$ cat config.mk
export PLATFORM = sky130hd
export DESIGN_NAME = riscv_dtm_tap
export DESIGN_NICKNAME = d
export VERILOG_FILES = /design/src/rtl/riscv_dtm_tap.sv
export SDC_FILE = /design/constraint.sdc
export NUM_CORES = 1
export LEC_CHECK = 0
export BUFFER_PORTS_ARGS = -buffer_cell sky130_fd_sc_hd__clkbuf_2
export CELL_PAD_IN_SITES_DETAIL_PLACEMENT = 1
export CELL_PAD_IN_SITES_GLOBAL_PLACEMENT = 2
export CORE_ASPECT_RATIO = 0.7
export CORE_MARGIN = 5
export CORE_UTILIZATION = 39
export DETAILED_ROUTE_END_ITERATION = 10
export HOLD_SLACK_MARGIN = 0.05
export PLACE_DENSITY_LB_ADDON = 0.1
export SETUP_SLACK_MARGIN = 0.4
export SLEW_MARGIN = 10
export SYNTH_ARGS = -nofsm -noshare
export SYNTH_HDL_FRONTEND = slang
export SYNTH_SLANG_ARGS = --single-unit
$ cat constraint.sdc
create_clock -name TCK -period 4.1 [get_ports TCK]
set_clock_uncertainty 0.1 [all_clocks]
set_input_delay 0.41 -clock TCK [delete_from_list [all_inputs] [get_ports TCK]]
set_output_delay 0.41 -clock TCK [all_outputs]
set_load 0.05 [all_outputs]
$ cat src/rtl/riscv_dtm_tap.sv
// RISC-V debug transport module: IEEE 1149.1 TAP with IDCODE, DTMCS, DMI and BYPASS
// registers, issuing DMI requests to the debug module over a valid/ready handshake in TCK.
module riscv_dtm_tap #(
    parameter logic [31:0] IDCODE_VALUE = 32'h1000_0CFD,
    parameter int          ABITS        = 7,
    parameter logic [2:0]  IDLE_HINT    = 3'd1
) (
    input  logic             TCK,
    input  logic             TRSTB,
    input  logic             TMS,
    input  logic             TDI,
    output logic             TDO,
    output logic             dmi_req_valid,
    input  logic             dmi_req_ready,
    output logic [ABITS-1:0] dmi_req_addr,
    output logic [31:0]      dmi_req_data,
    output logic [1:0]       dmi_req_op,
    input  logic             dmi_resp_valid,
    output logic             dmi_resp_ready,
    input  logic [31:0]      dmi_resp_data,
    input  logic [1:0]       dmi_resp_resp,
    output logic             dmi_hard_reset
);
    localparam int          DRW         = ABITS + 34;
    localparam logic [5:0]  ABITS_FIELD = 6'(ABITS);
    localparam logic [4:0]  IR_IDCODE   = 5'h01;
    localparam logic [4:0]  IR_DTMCS    = 5'h10;
    localparam logic [4:0]  IR_DMI      = 5'h11;

    typedef enum logic [3:0] {
        TEST_LOGIC_RESET, RUN_TEST_IDLE,
        SELECT_DR, CAPTURE_DR, SHIFT_DR, EXIT1_DR, PAUSE_DR, EXIT2_DR, UPDATE_DR,
        SELECT_IR, CAPTURE_IR, SHIFT_IR, EXIT1_IR, PAUSE_IR, EXIT2_IR, UPDATE_IR
    } tap_state_t;

    tap_state_t     state, state_next;
    logic [4:0]     ir, ir_shift;
    logic [DRW-1:0] dr;
    logic [1:0]     sticky;
    logic           busy;
    logic [31:0]    resp_data_reg;
    logic [31:0]    dtmcs_value;
    logic [1:0]     op_status;
    logic           hard_reset_wr, sticky_clr_wr, dmi_update, req_hs, resp_hs;

    assign dtmcs_value   = {14'b0, 2'b00, 1'b0, IDLE_HINT, sticky, ABITS_FIELD, 4'h1};
    assign op_status     = busy ? 2'd3 : sticky;
    assign hard_reset_wr = (state == UPDATE_DR) && (ir == IR_DTMCS) && dr[17];
    assign sticky_clr_wr = (state == UPDATE_DR) && (ir == IR_DTMCS) && dr[16];
    assign dmi_update    = (state == UPDATE_DR) && (ir == IR_DMI);
    assign req_hs        = dmi_req_valid && dmi_req_ready;
    // A hard-reset write in the same cycle as a response throws that response away.
    assign resp_hs       = dmi_resp_ready && dmi_resp_valid && !hard_reset_wr;

    assign TDO = (state == SHIFT_IR) ? ir_shift[0] :
                 (state == SHIFT_DR) ? dr[0] : 1'b0;

    always_ff @(posedge TCK or negedge TRSTB) begin
        if (!TRSTB) state <= TEST_LOGIC_RESET;
        else        state <= state_next;
    end

    always_comb begin
        state_next = state;
        case (state)
            TEST_LOGIC_RESET: state_next = TMS ? TEST_LOGIC_RESET : RUN_TEST_IDLE;
            RUN_TEST_IDLE:    state_next = TMS ? SELECT_DR : RUN_TEST_IDLE;
            SELECT_DR:        state_next = TMS ? SELECT_IR : CAPTURE_DR;
            CAPTURE_DR:       state_next = TMS ? EXIT1_DR : SHIFT_DR;
            SHIFT_DR:         state_next = TMS ? EXIT1_DR : SHIFT_DR;
            EXIT1_DR:         state_next = TMS ? UPDATE_DR : PAUSE_DR;
            PAUSE_DR:         state_next = TMS ? EXIT2_DR : PAUSE_DR;
            EXIT2_DR:         state_next = TMS ? UPDATE_DR : SHIFT_DR;
            UPDATE_DR:        state_next = TMS ? SELECT_DR : RUN_TEST_IDLE;
            SELECT_IR:        state_next = TMS ? TEST_LOGIC_RESET : CAPTURE_IR;
            CAPTURE_IR:       state_next = TMS ? EXIT1_IR : SHIFT_IR;
            SHIFT_IR:         state_next = TMS ? EXIT1_IR : SHIFT_IR;
            EXIT1_IR:         state_next = TMS ? UPDATE_IR : PAUSE_IR;
            PAUSE_IR:         state_next = TMS ? EXIT2_IR : PAUSE_IR;
            EXIT2_IR:         state_next = TMS ? UPDATE_IR : SHIFT_IR;
            UPDATE_IR:        state_next = TMS ? SELECT_DR : RUN_TEST_IDLE;
            default:          state_next = TEST_LOGIC_RESET;
        endcase
    end

    always_ff @(posedge TCK or negedge TRSTB) begin
        if (!TRSTB) begin
            ir       <= IR_IDCODE;
            ir_shift <= '0;
        end else if (state == TEST_LOGIC_RESET) begin
            ir       <= IR_IDCODE;
            ir_shift <= '0;
        end else begin
            case (state)
                CAPTURE_IR: ir_shift <= 5'b00001;
                SHIFT_IR:   ir_shift <= {TDI, ir_shift[4:1]};
                UPDATE_IR:  ir       <= ir_shift;
                default:    ;
            endcase
        end
    end

    // One shared data shift register; TDI enters at the MSB of whichever register is selected.
    always_ff @(posedge TCK or negedge TRSTB) begin
        if (!TRSTB) begin
            dr <= '0;
        end else if (state == CAPTURE_DR) begin
            case (ir)
                IR_IDCODE: dr <= {{(DRW-32){1'b0}}, IDCODE_VALUE};
                IR_DTMCS:  dr <= {{(DRW-32){1'b0}}, dtmcs_value};
                IR_DMI:    dr <= {dmi_req_addr, resp_data_reg, op_status};
                default:   dr <= '0;
            endcase
        end else if (state == SHIFT_DR) begin
            case (ir)
                IR_IDCODE, IR_DTMCS: dr[31:0] <= {TDI, dr[31:1]};
                IR_DMI:              dr       <= {TDI, dr[DRW-1:1]};
                default:             dr[0]    <= TDI;
            endcase
        end
    end

    // Later assignments take priority: capture-busy over response error, hard reset over all.
    always_ff @(posedge TCK or negedge TRSTB) begin
        if (!TRSTB) begin
            sticky         <= '0;
            busy           <= 1'b0;
            dmi_req_valid  <= 1'b0;
            dmi_req_addr   <= '0;
            dmi_req_data   <= '0;
            dmi_req_op     <= '0;
            dmi_resp_ready <= 1'b0;
            dmi_hard_reset <= 1'b0;
            resp_data_reg  <= '0;
        end else if (state == TEST_LOGIC_RESET) begin
            sticky         <= '0;
            busy           <= 1'b0;
            dmi_req_valid  <= 1'b0;
            dmi_req_addr   <= '0;
            dmi_req_data   <= '0;
            dmi_req_op     <= '0;
            dmi_resp_ready <= 1'b0;
            dmi_hard_reset <= 1'b0;
            resp_data_reg  <= '0;
        end else begin
            dmi_hard_reset <= 1'b0;
            if (req_hs) begin
                dmi_req_valid  <= 1'b0;
                dmi_resp_ready <= 1'b1;
            end
            if (resp_hs) begin
                dmi_resp_ready <= 1'b0;
                busy           <= 1'b0;
                if (dmi_req_op == 2'd1 && dmi_resp_resp == 2'd0) resp_data_reg <= dmi_resp_data;
                if (dmi_resp_resp != 2'd0 && sticky == 2'd0) sticky <= 2'd2;
            end
            if (state == CAPTURE_DR && ir == IR_DMI && busy && sticky == 2'd0) sticky <= 2'd3;
            if (dmi_update && sticky == 2'd0) begin
                if (busy) begin
                    sticky <= 2'd3;
                end else if (dr[1:0] == 2'd1 || dr[1:0] == 2'd2) begin
                    busy          <= 1'b1;
                    dmi_req_valid <= 1'b1;
                    dmi_req_addr  <= dr[DRW-1:34];
                    dmi_req_data  <= dr[33:2];
                    dmi_req_op    <= dr[1:0];
                end
            end
            if (sticky_clr_wr) sticky <= 2'd0;
            if (hard_reset_wr) begin
                sticky         <= 2'd0;
                busy           <= 1'b0;
                dmi_req_valid  <= 1'b0;
                dmi_resp_ready <= 1'b0;
                dmi_hard_reset <= 1'b1;
            end
        end
    end
endmodule

**Yosys cells after proc, flatten, opt, wreduce, memory -nomap -nowiden**

Index checks and enable logic that the tools add are counted.

- Flip-flop bits (word level): 134
- Output and inout bits: 45
- Bits of input ports: 40
- Word-level logic and storage cells: 142

- Reduce and logical (&&, ||, !) cells: 38
- Equality and inequality tests: 22
- Muxes and demuxes: 67

Operator list:

| cell | count |
|---|---|
| two-way mux 32 bit | 7 |
| case mux 41 bit (3 select lines) | 1 |
| two-way mux 41 bit | 2 |
| case mux 31 bit (2 select lines) | 1 |
| case mux 4 bit (12 select lines) | 1 |
| equality test 4 bit (second input constant) | 8 |
| two-way mux 2 bit | 16 |
| two-way mux 7 bit | 4 |
| two-way mux 1 bit | 24 |
| equality test 4 x 3 -> 1 bit (second input constant) | 4 |
| two-way mux 4 bit | 4 |
| nonzero test 2 bit | 8 |
| two-way mux 5 bit | 3 |
| logical AND 1 bit | 13 |
| equality test 5 bit (second input constant) | 2 |
| case mux 5 bit (2 select lines) | 1 |
| two-way mux 9 bit | 1 |
| equality test 4 x 2 -> 1 bit (second input constant) | 2 |
| two-way mux 3 bit | 2 |
| AND reduction 2 bit | 3 |
| nonzero test 3 bit | 2 |
| OR reduction 2 bit | 3 |
| OR reduction 3 bit | 2 |
| equality test 5 x 1 -> 1 bit (second input constant) | 1 |
| other kinds (10) | 12 |

**Logic depth before layout (Yosys ltp)**

Gate-level depths: netlist (run 1).

- Word-level depth: 12
- Gate-level depth with buffers: 7
- Mapped depth without buffers: 4

**Worst setup path after synthesis (run 1)**

No wires, ideal clock.

- Path type: register to output
- From: register state[3]
- To: output TDO
- Slack: 1.383 ns
- Stages on the path, launching flop included: 5
- Arrival: 2.207 ns
- Data required time: 3.590 ns
- Buffers on the path: 2
- Path through: dfrtp_1 clkbuf_1 clkbuf_1 nand3_1 o32ai_1

- Cells in the longest elaborated chain, start to end: 3
- Elaborated cells between the ends (all ways): 4
- Classes of those cells: eq/ne: 2; mux: 2

Ends and longest elaborated chain:

| element | line | text |
|---|---|---|
| start, declared | 36 | `tap_state_t state, state_next;` |
| start signal, assigned | 60 | `else state <= state_next;` |
| equality test 4 x 3 -> 1 bit | 56 | `(state == SHIFT_DR) ? dr[0] : 1'b0;` |
| two-way mux 1 bit | 56 |  |
| two-way mux 1 bit * | 55 | `assign TDO = (state == SHIFT_IR) ? ir_shift[0] :` |
| end, declared | 12 | `output logic TDO,` |

Mark *: on every way between the ends. The rest lies on a longest branch, timed or not.

**Worst setup path in the final report (run 1)**

- From: register state[1]
- To: output TDO

The elaborated chain is that of the path after synthesis.

==> run summary, run 1 <==
status - complete, no violations
Synth area leader - dfrtp_1
P_leak - 3.89 nW
max-slew violation count - 0
clk sinks - 134
Int Pwr - 2.97 mW
Port-buffer cells - 84
Root Buffer - clkbuf_16
Slew @ Worst Pin - 0.985 ns
fmax - 331 MHz
power share of the clock group - 34.2%
fin crit share - 73.7%
n_diodes - 0
Layout Area Growth over Synthesis - 19.6%
Worst-path clk slew - 0.06 ns
switching part of the total - 35.9%
Hold Path End - resp_data_reg[6]
row count - 38
Setup CP Type - flip-flop to primary output
gpl congestion - 0.824
worst min path class - input pin to flip-flop
ys async rst share - 100%
die area - 0.0187 mm²
final wirelength - 18300 µm
fill cell count - 1764
max-cap violations - 0
HPWL Detailed - 12500 µm
clk buf depth - 2
count leader, synth - dfrtp_1
minimum clock period - 3.02 ns
RSZ-0062 raised after global routing - no
capturing point of the worst reg2reg path - resp_data_reg[11]
Syn. warnings - 0
H-tree levels - 4
final hold vios - 0
max FFs per register - 41
Nets - 738
Post-Syn Instances - 627
Seq/Total Area, Yosys - 53.6%
DR vias - 5009
DR vias/cell - 5.50
EDFF count, synth - 0
area of the mapped netlist - 0.00626 mm²
post-synth top area share - 53.2%
post-synth net total - 667
DRC - 0
final setup violation count - 0
worst reg-to-reg path cell count - 4
vias in the first global route - 5267
die width - 161 µm
core area - 0.0156 mm²
top_reg_cell synth - dfrtp_1
Seq pwr share - 38.7%
net switching power - 1.67 mW
CTS tree - yes
Initial Util - 40.0%
PostCTS Resize Cnt - 0
first-pass GRT wire length - 29900 µm
hold path cells - 2
PwrDens - 619 mW/mm²
GRT Total Usage - 20.7%
synth top area cells - dfrtp_1 53%, mux2i_1 8.6%, nand2_1 5.2%
WL/cell - 20.1 µm
Die H - 116 µm
syn_area_per_cell - 9.98 µm²
setup slack, reg-to-reg - 1.29 ns
Worst EP arrival - 2.51 ns
DRT iter0 DRCs - 357
Seq cells post-synth - 134
Sum Neg Setup Slack - 0 ns
Ports - 85
Final Power - 4.63 mW
largest net degree at the start of global routing - 98
Max FO, Critical Path - 29
Commonest cells post-synth - 133 x dfrtp_1, 86 x nand2_1, 54 x mux2i_1
CP Launch Type - flip-flop
global route overflow - 0
initial antenna violation count - 0
FF-to-FF Start - state[1]
Synth cell types - 53
Rel. slew slack - 33.4%
total CTS buffers - 17
DRT antenna net count - 0
IR drop worst, VDD - 0.276 mV
crit path capture type - primary output
share of layout cells above drive strength 1 - 19.6%
Crit path required time - 3.59 ns
Hold Crit Start - dmi_resp_data[6]
drt first pass iters - 4
Gate power share - 27.1%
later-pin clock latency in the skew report - 0.41 ns
-- metrics by stage --
stage / hold slack, ns / instances / setup slack [ns] / instance area [µm²] / util (%)
after CTS: 0.0951 / 910 / 1.04 / 7480 / 47.8
after global placement: 0.382 / 878 / 1.40 / 6860 / 43.9
final: 0.122 / 910 / 1.08 / 7480 / 47.8
after floorplan: 0.0144 / 627 / 1.38 / 6260 / -
after global routing: 0.109 / 910 / 0.937 / 7480 / 47.8
after detailed placement: 0.381 / 878 / 1.31 / 6860 / 43.9
-- cell type report --
type / instances / area (µm²) / share of cell area [%]
clock buffers: 23 / 488 / 6.52
clock inverters: 8 / 121 / 1.62
inverters: 51 / 191 / 2.56
multi-input cells: 394 / 2530 / 33.8
flip-flops and latches: 134 / 3350 / 44.8
well taps: 200 / 250 / 3.34
repair buffers: 100 / 549 / 7.34
-- worst max-delay path, cell delays in order (launching register included) --
cell and delay [ns]:
dfrtp_1 0.70, or4b_1 0.87, o32ai_1 0.20, clkbuf_2 0.33
-- how the worst max path moves through the flow --
stage,start,to
floorplan,state[3],TDO
global placement,state[1],resp_data_reg[12]
detailed placement,state[1],dr[10]
CTS,state[1],TDO
global route,state[1],TDO
finish,state[1],TDO
-- cell usage in the layout, fill, tap and decap left out, types with 4 or more instances in the layout --
| cell type | n |
|---|---|
| a21oi_1 | 24 |
| clkbuf_2 | 83 |
| nand3_1 | 24 |
| nand2_1 | 86 |
| o21ai_0 | 23 |
| o22ai_1 | 6 |
| a22o_1 | 36 |
| dfrtp_1 | 133 |
| nor2_1 | 35 |
| a221o_1 | 5 |
| and2_1 | 4 |
| nor3_1 | 7 |
| inv_1 | 51 |
| buf_4 | 15 |
| o211ai_1 | 4 |
| mux2i_1 | 54 |
| clkbuf_8 | 4 |
| nor2b_1 | 4 |
| clkbuf_16 | 17 |
| nand2b_1 | 6 |
| a31oi_1 | 23 |
-- power by group through the flow --
stage | sequential, mW | clock, mW | combinational (mW)
after detailed placement | 1.81 | 0 | 1.24
after global routing | 1.83 | 1.68 | 1.41
after global placement | 1.81 | 0 | 1.19
after CTS | 1.79 | 1.61 | 1.26
final | 1.79 | 1.58 | 1.25
after floorplan | 1.65 | 0 | 0.987
-- per-layer routing --
metal  routed length (µm)  share of wire [%]  up-vias  GRT usage, %
met2                 7920                 43      113          30.5
met1                 9210                 50     2546          31.2
met4                  160               0.87        0          5.34
met5                    0                  0        -             0
li1                     -                  -     2334             -
met3                 1020                5.6       16          4.30
-- logic make-up (layout without fill, tap and decap cells) --
family / Yosys count / in the layout / share of synthesized area (%)
simple gates: 194 / 194 / 14.9
buf+inv: 99 / 182 / 6.32
mux: 55 / 55 / 8.82
xor+xnor: 3 / 3 / 0.420
flops: 134 / 134 / 53.6
compound gates: 142 / 142 / 16.0
-- repair_timing --
item                      in CTS  in global routing
hold buffers                   1                  0
hold endpoints to repair      22                  0
buffers inserted               0                  0
Note: power is estimated with default switching activity, not from simulation.
==> run 2, diff against run 1 <==
--- a/config.mk
+++ b/config.mk
@@ -10,7 +10,7 @@
 export CELL_PAD_IN_SITES_GLOBAL_PLACEMENT = 2
 export CORE_ASPECT_RATIO = 0.7
 export CORE_MARGIN = 5
-export CORE_UTILIZATION = 39
+export CORE_UTILIZATION = 36
 export DETAILED_ROUTE_END_ITERATION = 10
 export HOLD_SLACK_MARGIN = 0.05
 export PLACE_DENSITY_LB_ADDON = 0.1
==> constraint.sdc (replaced) <==
create_clock -name TCK -period 2.9 [get_ports TCK]
set_clock_uncertainty 0.1 [all_clocks]
set_input_delay 0.29 -clock TCK [delete_from_list [all_inputs] [get_ports TCK]]
set_output_delay 0.29 -clock TCK [all_outputs]
set_load 0.05 [all_outputs]
==> run summary, run 2 (synthesis gave the netlist of run 1 again) <==
Initial Util - 36.6% (was 40.0%)
die area - 0.0202 mm² (was 0.0187 mm²)
Seq pwr share - 35.0% (was 38.7%)
WL/cell - 18.8 µm (was 20.1 µm)
Nets - 780 (was 738)
final hold vios - 0 (unchanged)
DRT antenna net count - 0 (unchanged)
IR drop worst, VDD - 0.386 mV (was 0.276 mV)
core area - 0.0171 mm² (was 0.0156 mm²)
most common cell after layout, fill and taps aside - dfrtp_1 (unchanged)
gpl congestion - 0.795 (was 0.824)
CTS tree - yes (unchanged)
status - complete, no violations (unchanged)
Slew @ Worst Pin - 0.771 ns (was 0.985 ns)
total CTS buffers - 17 (unchanged)
Port-buffer cells - 84 (unchanged)
Setup CP Type - flip-flop to primary output (unchanged)
drt first pass iters - 4 (unchanged)
Root Buffer - clkbuf_16 (unchanged)
Die H - 120 µm (was 116 µm)
initial antenna violation count - 0 (unchanged)
GRT Total Usage - 19.3% (was 20.7%)
slowest CP cell - or4b_4 (was or4b_1)
global route overflow - 0 (unchanged)
RSZ-0062 raised after global routing - no (unchanged)
final setup violation count - 0 (unchanged)
slowest cell delay on critical path - 0.67 ns (was 0.87 ns)
Layout Area Growth over Synthesis - 28.8% (was 19.6%)
Worst EP arrival - 2.01 ns (was 2.51 ns)
Max FO, Critical Path - 8 (was 29)
Ports - 85 (unchanged)
largest net degree at the start of global routing - 63 (was 98)
H-tree levels - 4 (unchanged)
first-pass GRT wire length - 30600 µm (was 29900 µm)
max-cap violations - 0 (unchanged)
worst min path class - input pin to flip-flop (unchanged)
final wirelength - 18500 µm (was 18300 µm)
fmax - 417 MHz
Gate power share - 29.3% (was 27.1%)
Rel. slew slack - 48.4% (was 33.4%)
share of layout cells above drive strength 1 - 20.6% (was 19.6%)
minimum clock period - 2.40 ns
CP top delay family - simple AND/OR/NAND/NOR gates (unchanged)
PwrDens - 862 mW/mm² (was 619 mW/mm²)
Worst-path clk slew - 0.06 ns (about the same)
switching part of the total - 35.0% (was 35.9%)
vias in the first global route - 5400 (was 5267)
CP Launch Type - flip-flop (unchanged)
DRC - 0 (unchanged)
later-pin clock latency in the skew report - 0.42 ns (was 0.41 ns)
most frequent cells in the layout - 132 x dfrtp_1, 86 x nand2_1, 82 x clkbuf_2, 54 x mux2i_1, 51 x inv_1 (was 133 x dfrtp_1, 86 x nand2_1, 83 x clkbuf_2, 54 x mux2i_1, 51 x inv_1)
power share of the clock group - 35.8% (was 34.2%)
clk sinks - 134 (unchanged)
P_leak - 4.12 nW (was 3.89 nW)
CP cell instances - or4b_4 > o32ai_2 > buf_4 (was or4b_1 > o32ai_1 > clkbuf_2)
Final Power - 6.95 mW (was 4.63 mW)
DR vias/cell - 5.23 (was 5.50)
DR vias - 5156 (was 5009)
net switching power - 2.43 mW (was 1.67 mW)
crit path capture type - primary output (unchanged)
max FFs per register - 41 (unchanged)
Sum Neg Setup Slack - 0 ns (unchanged)
HPWL Detailed - 12600 µm (was 12500 µm)
DRT iter0 DRCs - 363 (was 357)
fin crit share - 82.6%
WP buf/inv - 1 (unchanged)
max-slew violation count - 0 (unchanged)
Crit path required time - 2.51 ns (was 3.59 ns)
die width - 168 µm (was 161 µm)
row count - 40 (was 38)
clk buf depth - 2 (unchanged)
Int Pwr - 4.52 mW (was 2.97 mW)
## run 2: cell types whose count changed in the layout (fill, tap and decap cells not counted), moves of 2 or more
cell,delta
buf_12,+4
buf_4,+5
bufinv_16,+3
clkbuf_1,-2
clkbuf_8,-4
dlygate4sd3_1,+33
inv_6,+3
## run 2: final timing paths
path                                  start          endpoint  slack, ns  cells after the start
hold reg to reg            resp_data_reg[3]  resp_data_reg[3]       0.39                      1
setup / recovery                   state[1]               TDO       0.50                      3
min in group asynchronous             TRSTB   dmi_req_addr[3]       0.31                      2
hold / removal                dmi_req_ready     dmi_req_valid       0.08                      3
setup reg to reg                   state[1]  resp_data_reg[6]       0.62                      6
max in group asynchronous             TRSTB            dr[10]       1.60                      3
## run 2: layer usage
metal / part of all wire (%) / wire [µm] / global-route usage [%] / vias to the layer above
met2: 43 / 7910 / 27.7 / 123
met4: 0.71 / 132 / 4.46 / 0
met5: 0 / 0 / 0 / -
li1: - / - / - / 2421
met3: 5.0 / 932 / 4.58 / 16
met1: 52 / 9550 / 29.3 / 2596
## run 2: power by group through the flow
stage                     registers (mW)  logic, mW  clock network [mW]
after floorplan                     2.33       1.40                   0
after global placement              2.44       1.95                   0
after detailed placement            2.46       2.01                   0
after CTS                           2.43       2.06                2.54
after global routing                2.47       2.31                2.63
final                               2.43       2.04                2.48
## run 2: cell type report
type | count | area, µm²
Inverter | 51 | 191
Tap cell | 231 | 289
Timing Repair Buffer | 142 | 1000
Clock buffer | 17 | 425
Multi-Input combinational cell | 394 | 2550
Fill cell | 1920 | 9050
Sequential cell | 134 | 3360
Antenna cell | 1 | 2.50
Clock inverter | 15 | 249
## run 2: what timing repair did
item / in CTS / in global routing
hold endpoints to repair: 92 / 0
setup endpoints to repair: 1 / 28
buffers inserted: 0 / 0
hold buffers: 34 / 0
gates resized for setup: 1 / 6
## run 2: worst register-to-register path, delay by kind of cell, from the launching register on
kind	cells	cell delay [ns]
AO/OA/AOI/OAI	2	0.50
buffers and inverters	2	0.43
flip-flops	1	0.48
AND/OR/NAND/NOR	2	0.71
## run 2: through the flow
stage / hold WS [ns] / instances / utilization (%) / setup WS, ns / cell area, µm²
finish: 0.0750 / 985 / 47.1 / 0.505 / 8060
global route: 0.0782 / 984 / 47.1 / 0.431 / 8060
CTS: 0.0651 / 984 / 47.0 / 0.408 / 8050
detailed placement: 0.219 / 918 / 41.1 / 0.532 / 7030
global placement: 0.213 / 918 / 41.1 / 0.564 / 7030
floorplan: -0.106 / 627 / - / 0.793 / 6270
